File: config.mk
export PLATFORM = sky130hd
export DESIGN_NAME = phased_burst_generator_flat
export DESIGN_NICKNAME = d
export VERILOG_FILES = /design/src/rtl/phased_burst_generator_if.sv /design/src/rtl/phased_burst_generator.sv /design/src/flat_wrapper.sv
export SDC_FILE = /design/constraint.sdc
export NUM_CORES = 1
export LEC_CHECK = 0
export BUFFER_PORTS_ARGS = -buffer_cell sky130_fd_sc_hd__buf_2
export CAP_MARGIN = 20
export CORE_ASPECT_RATIO = 1.1
export CORE_MARGIN = 2
export CORE_UTILIZATION = 60
export DETAILED_ROUTE_END_ITERATION = 16
export PLACE_DENSITY = 0.79
export SYNTH_ARGS = -nofsm -noshare
export SYNTH_HDL_FRONTEND = slang
export SYNTH_SLANG_ARGS = --single-unit
File: constraint.sdc
create_clock -name clk -period 6.87 [get_ports clk]
set_input_delay 0.687 -clock clk [delete_from_list [all_inputs] [get_ports clk]]
set_output_delay 0.687 -clock clk [all_outputs]
set_load 0.1 [all_outputs]
File: src/rtl/phased_burst_generator_if.sv
// Control/configuration/output bundle for the phased burst generator.
// The master side (steering logic) drives configuration and start/stop;
// the slave side (generator) returns status and the transducer outputs.
interface phased_burst_generator_if #(
  parameter int NUM_CH  = 4,
  parameter int CNT_W   = 10,
  parameter int PH_W    = CNT_W + 1,
  parameter int BURST_W = 8
);
  logic [CNT_W-1:0]       half_period;
  logic [NUM_CH*PH_W-1:0] phase_offset;
  logic [NUM_CH-1:0]      ch_enable;
  logic [BURST_W-1:0]     burst_len;
  logic                   start;
  logic                   stop;
  logic                   busy;
  logic                   done;
  logic                   sync;
  logic [NUM_CH-1:0]      out;

  modport master (
    output half_period, phase_offset, ch_enable, burst_len, start, stop,
    input  busy, done, sync, out
  );

  modport slave (
    input  half_period, phase_offset, ch_enable, burst_len, start, stop,
    output busy, done, sync, out
  );
endinterface

File: src/rtl/phased_burst_generator.sv
// Phase-steerable multi-channel square-wave burst generator.
// One master counter (0..2H-1) is shared by all channels; each channel
// is a phase-shifted view of it, gated by a per-channel armed flag so
// every channel emits exactly N whole periods.
//
// state | meaning
// IDLE  | waiting for start; outputs low
// RUN   | master periods being counted; channels arm at their phase
// TAIL  | N master periods done; channels disarm at their phase
module phased_burst_generator #(
  parameter int NUM_CH  = 4,
  parameter int CNT_W   = 10,
  parameter int PH_W    = CNT_W + 1,
  parameter int BURST_W = 8,
  parameter int H_MIN   = 2
) (
  input  logic clk,
  input  logic rst_n,
  phased_burst_generator_if.slave bus
);

  typedef enum logic [1:0] {IDLE = 2'd0, RUN = 2'd1, TAIL = 2'd2} state_t;

  state_t             state;
  logic [PH_W-1:0]    mcnt;
  logic [PH_W-1:0]    last_r;
  logic [PH_W-1:0]    pmax_r;
  logic [CNT_W-1:0]   h_r;
  logic [PH_W-1:0]    ph_r [NUM_CH];
  logic [NUM_CH-1:0]  en_r;
  logic [NUM_CH-1:0]  armed;
  logic [BURST_W-1:0] n_r;
  logic [BURST_W-1:0] pcnt;
  logic               busy_r;
  logic               done_r;
  logic               sync_r;
  logic [NUM_CH-1:0]  out_r;

  logic [CNT_W-1:0]   h_cl;
  logic [PH_W-1:0]    last_cl;
  logic [PH_W-1:0]    pmax_cl;
  logic [PH_W-1:0]    ph_cl [NUM_CH];

  // Clamp the incoming configuration so it is ready to latch on start
  always_comb begin
    h_cl    = (bus.half_period < CNT_W'(H_MIN)) ? CNT_W'(H_MIN) : bus.half_period;
    last_cl = PH_W'({h_cl, 1'b0}) - PH_W'(1);
    pmax_cl = '0;
    for (int i = 0; i < NUM_CH; i++) begin
      ph_cl[i] = bus.phase_offset[i*PH_W +: PH_W];
      if (ph_cl[i] > last_cl) ph_cl[i] = last_cl;
      if (bus.ch_enable[i] && (ph_cl[i] > pmax_cl)) pmax_cl = ph_cl[i];
    end
  end

  logic [NUM_CH-1:0] armed_nxt;
  logic [NUM_CH-1:0] out_nxt;
  logic [PH_W:0]     d;

  // Per-channel arm/disarm and phase-shifted half-period compare
  always_comb begin
    armed_nxt = armed;
    out_nxt   = '0;
    d         = '0;
    for (int i = 0; i < NUM_CH; i++) begin
      if ((state == RUN) && en_r[i] && (mcnt == ph_r[i])) armed_nxt[i] = 1'b1;
      if ((state == TAIL) && (mcnt == ph_r[i]))           armed_nxt[i] = 1'b0;
      if (mcnt >= ph_r[i])
        d = {1'b0, mcnt} - {1'b0, ph_r[i]};
      else
        d = {1'b0, mcnt} + {1'b0, last_r} + (PH_W+1)'(1) - {1'b0, ph_r[i]};
      out_nxt[i] = armed_nxt[i] && (d < (PH_W+1)'(h_r));
    end
  end

  // Sequencer, master/period counters and registered outputs
  always_ff @(posedge clk or negedge rst_n) begin
    if (!rst_n) begin
      state  <= IDLE;
      mcnt   <= '0;
      last_r <= '0;
      pmax_r <= '0;
      h_r    <= '0;
      en_r   <= '0;
      armed  <= '0;
      n_r    <= '0;
      pcnt   <= '0;
      busy_r <= 1'b0;
      done_r <= 1'b0;
      sync_r <= 1'b0;
      out_r  <= '0;
      for (int i = 0; i < NUM_CH; i++) ph_r[i] <= '0;
    end else begin
      done_r <= 1'b0;
      sync_r <= 1'b0;
      case (state)
        IDLE: begin
          out_r <= '0;
          armed <= '0;
          // stop has priority over a simultaneous start
          if (bus.start && !bus.stop) begin
            state  <= RUN;
            busy_r <= 1'b1;
            mcnt   <= '0;
            pcnt   <= '0;
            h_r    <= h_cl;
            last_r <= last_cl;
            pmax_r <= pmax_cl;
            en_r   <= bus.ch_enable;
            n_r    <= bus.burst_len;
            for (int i = 0; i < NUM_CH; i++) ph_r[i] <= ph_cl[i];
          end
        end
        RUN, TAIL: begin
          if (bus.stop) begin
            state  <= IDLE;
            busy_r <= 1'b0;
            out_r  <= '0;
            armed  <= '0;
            mcnt   <= '0;
          end else begin
            mcnt  <= (mcnt == last_r) ? '0 : mcnt + PH_W'(1);
            armed <= armed_nxt;
            out_r <= out_nxt;
            if (state == RUN) begin
              sync_r <= (mcnt == '0);
              if (mcnt == last_r) begin
                if (pcnt != '1) pcnt <= pcnt + BURST_W'(1);
                if ((n_r != '0) && (pcnt == n_r - BURST_W'(1))) state <= TAIL;
              end
            end else if (mcnt == pmax_r) begin
              // the latest-phase enabled channel has just disarmed
              state  <= IDLE;
              busy_r <= 1'b0;
              done_r <= 1'b1;
            end
          end
        end
        default: state <= IDLE;
      endcase
    end
  end

  assign bus.busy = busy_r;
  assign bus.done = done_r;
  assign bus.sync = sync_r;
  assign bus.out  = out_r;

endmodule

File: src/flat_wrapper.sv
// flat-port wrapper written by rule: the top's interface ports become plain ports
module phased_burst_generator_flat 
#(
  parameter int NUM_CH  = 4,
  parameter int CNT_W   = 10,
  parameter int PH_W    = CNT_W + 1,
  parameter int BURST_W = 8,
  parameter int H_MIN   = 2
)
  (clk, rst_n, bus_half_period, bus_phase_offset, bus_ch_enable, bus_burst_len, bus_start, bus_stop, bus_busy, bus_done, bus_sync, bus_out);
  phased_burst_generator_if #(.NUM_CH(NUM_CH), .CNT_W(CNT_W), .PH_W(PH_W), .BURST_W(BURST_W)) bus_i ();
  input  logic clk;
  input  logic rst_n;
  input wire logic [$bits(bus_i.half_period)-1:0] bus_half_period;
  input wire logic [$bits(bus_i.phase_offset)-1:0] bus_phase_offset;
  input wire logic [$bits(bus_i.ch_enable)-1:0] bus_ch_enable;
  input wire logic [$bits(bus_i.burst_len)-1:0] bus_burst_len;
  input wire logic [$bits(bus_i.start)-1:0] bus_start;
  input wire logic [$bits(bus_i.stop)-1:0] bus_stop;
  output wire logic [$bits(bus_i.busy)-1:0] bus_busy;
  output wire logic [$bits(bus_i.done)-1:0] bus_done;
  output wire logic [$bits(bus_i.sync)-1:0] bus_sync;
  output wire logic [$bits(bus_i.out)-1:0] bus_out;
  assign bus_i.half_period = bus_half_period;
  assign bus_i.phase_offset = bus_phase_offset;
  assign bus_i.ch_enable = bus_ch_enable;
  assign bus_i.burst_len = bus_burst_len;
  assign bus_i.start = bus_start;
  assign bus_i.stop = bus_stop;
  assign bus_busy = bus_i.busy;
  assign bus_done = bus_i.done;
  assign bus_sync = bus_i.sync;
  assign bus_out = bus_i.out;
  phased_burst_generator #(.NUM_CH(NUM_CH), .CNT_W(CNT_W), .PH_W(PH_W), .BURST_W(BURST_W), .H_MIN(H_MIN)) u_core (.clk(clk), .rst_n(rst_n), .bus(bus_i));
endmodule
==> flow_metrics.tcl <==
set metrics [dict create \
    period_minus_slack_ns 8.189 \
    fp.coreArea_sq_um 22930 \
    drive_above_1_share_pct 20.85 \
    clockBufferDepth 2 \
    synth-seq-cells 120 \
    cp_slowest_cell "or4b_4" \
    hold_viol 0 \
    synth_fp_nets 2075 \
    dr_total_vias 15400 \
    start_kind "input pin" \
    clkTransAtPathRegs_ns 0.07 \
    cp_data_arrival_time_ns 8.52 \
    ant_nets 0 \
    drtIter0Drc 1547 \
    synth_area_per_cell_sq_um 7.894 \
    grt_pass1_vias 15140 \
    cts_tree "built" \
    start_util_pct 61.38 \
    num_rows 58 \
    max_slew_margin_pct 28.39 \
    io_buffers 76 \
    finalNetCount 2322 \
    rr_startpoint "u_core.mcnt[0]" \
    clock_latency_ns 0.43 \
    grt_overflow 0 \
    wl_per_cell_microns 22.35 \
    cp.required_ns 7.20 \
    synthFlopType "dfrtp_1" \
    final_common_cell "nand2_1" \
    fin_util_pct 76.04 \
    die_w_microns 150.0 \
    area_growth_pct 23.89 \
    p_leak_nw 8.367 \
    hold_buffers 0 \
    layout_common_cells "nand2_1 (223), ha_1 (203), buf_4 (192)" \
    hp-class "input pin to asynchronous set/reset pin" \
    tns_ns -14.16 \
    cts_max_level 4 \
    reg2regPathDepth 23 \
    r2r_setup_slack_ns 0.97 \
    numCtsBuffers 17 \
    p_per_area_nw_per_um2 521.0 \
    drc 0 \
    maxCapViolations 0 \
    setup_viol 11 \
    viasPerCell 6.565 \
    layout_setup_ws_ns -1.319 \
    finClkSkew_ns 0.01528 \
    r2r-end "u_core.bus.out[1]" \
    max_freq_mhz 122.1 \
    fin_crit_sh_pct 119.2 \
    worstMarginPinSlew_ns 1.065 \
    cts_root_buf "clkbuf_16" \
    ir_drop_mv 0.2547 \
    rsz0062_at_grt "true" \
    yosysWarnings 0 \
    grt_max_degree 110 \
    slowest_delay_ns 0.50 \
    async_flop_share_pct 100.0 \
    status "finished, violations left" \
    die_h_microns 164.6 \
    violations "negative setup slack" \
    synth_area_sq_um 14070 \
    synthCells 1783 \
    die_area_sq_um 24700 \
    synth_cell_types 80 \
    firstDrtPassIters 6 \
    grt_usage_pct 42.56 \
    cts.sinks 120 \
    synth_edf_count 0 \
    endpoint_kind "flip-flop" \
    drt_wl_total_microns 52420 \
    maxSlewViolCount 0 \
    synth-seq-area-share_pct 21.34 \
    crit_fanout 8 \
    antenna_found_initial 2 \
    grt_pass1_wl_microns 80250 \
    dpl.hpwl_microns 39780 \
    crit_type "input pin to flip-flop" \
    boundaryPins 77 \
    gp_congestion 1.078 \
]
cells in the mapped netlist, types with 7 or more instances:
library cell  number  area [sq um]
or2_2              9         56.30
a21oi_1          112         560.5
o21bai_1          15         112.6
nand3_1           42         210.2
xnor2_1           52         455.4
a21boi_0          11         82.58
nor4_1            12         75.07
o221ai_1          11         96.34
mux2_2             8         90.09
a211oi_1          19         142.6
nor2b_1           25         156.4
inv_1            126         473.0
o31ai_1           13         97.59
dfrtp_1          120          3003
mux2i_1           25         250.2
nand2_1          230         863.3
a2111oi_0          7         61.31
nand2b_1          27         168.9
clkbuf_1          39         146.4
xor2_1            41         359.1
o21ai_0          169         845.8
o21a_1            22         165.2
a211o_1            9         78.83
and2_1            11         68.82
and3_1            18         112.6
nor3_1            37         185.2
a31oi_1            9         56.30
a22o_1             7         61.31
fa_1               9         180.2
o41ai_1            9         78.83
a31o_2             7         61.31
nand4_1           28         175.2
ha_1             213          2665
or3_1             22         137.6
a21o_1            34         255.2
o211ai_1          21         157.7
nor2_1           118         442.9
routing by layer:
metal	vias to the layer above	global-route usage [%]	wire, microns
li1	7036	-	-
met1	7141	51.37	19810
met2	924	66.36	23060
met3	295	8.232	4839
met4	0	33.83	4709
met5	-	0	0
how the worst max path moves through the flow:
stage / from / endpoint / slack (ns) / cells after the start
finish: bus_half_period[3] / u_core.pmax_r[10] / -1.32 / 41
global route: bus_half_period[3] / u_core.pmax_r[10] / -1.62 / 43
CTS: bus_half_period[5] / u_core.pmax_r[10] / -0.97 / 42
floorplan: bus_half_period[2] / u_core.pmax_r[9] / -1.37 / 46
detailed placement: bus_half_period[2] / u_core.pmax_r[0] / -1.79 / 42
global placement: bus_half_period[2] / u_core.pmax_r[0] / -1.46 / 41
power by group:
group	internal, mW	switching (mW)
Combinational	2.92	3.96
Sequential	0.983	0.240
Clock	0.615	0.365
critical path: cells and delay by family:
kind,cells,cell delay (ns)
compound gates,16,3.09
xor+xnor,1,0.16
fa+ha+maj,5,1.21
buf+inv,4,0.60
mux,1,0.34
simple gates,14,2.41
kinds of logic after synthesis:
logic type	synth area share, %
and+or+nand+nor	20.29
adders and majority gates	20.22
DFF	21.34
xor gates and xnor gates	6.107
AOI/OAI and AO/OA	24.66
buffers and inverters	4.765
muxes	2.631
sequential cells by signal, summed over array words and instances (netlist names):
| register | flops |
|---|---|
| u_core.pmax_r | 11 |
| u_core.h_r | 10 |
| u_core.bus.done | 1 |
| u_core.pcnt | 8 |
| u_core.bus.out | 4 |
| u_core.state | 2 |
| u_core.bus.sync | 1 |
| u_core.n_r | 8 |
| u_core.armed | 4 |
| u_core.mcnt | 11 |
| u_core.bus.busy | 1 |
| u_core.last_r | 11 |
| u_core.ph_r | 44 |
| u_core.en_r | 4 |
area by class of cell:
| cell class | instances | area (sq um) |
|---|---|---|
| Clock inverter | 15 | 211.5 |
| Inverter | 126 | 473.0 |
| Fill cell | 1660 | 5495 |
| Sequential cell | 120 | 3003 |
| Timing Repair Buffer | 274 | 1967 |
| Tap cell | 300 | 375.4 |
| Antenna cell | 2 | 5.005 |
| Multi-Input combinational cell | 1491 | 10980 |
| Clock buffer | 17 | 425.4 |
through the flow:
| step | total power, mW | cell area, sq um | worst slack [ns] | std cells | hold WS, ns |
|---|---|---|---|---|---|
| after floorplan | 5.944 | 14250 | -1.373 | 1783 | 0.3914 |
| after global placement | 7.377 | 16120 | -1.464 | 2283 | 0.4289 |
| after detailed placement | 7.665 | 16120 | -1.793 | 2283 | 0.4527 |
| after CTS | 8.808 | 17180 | -0.9687 | 2332 | 0.2443 |
| after global routing | 9.845 | 17430 | -1.617 | 2344 | 0.2635 |
| final | 9.085 | 17440 | -1.319 | 2345 | 0.2341 |
repair_timing:
item,4_1_cts,5_1_grt
gates cloned,0,0
pin swaps,31,44
buffers inserted,17,8
setup endpoints to repair,11,11
gates resized for setup,69,38
(Power assumes the default switching activity.)
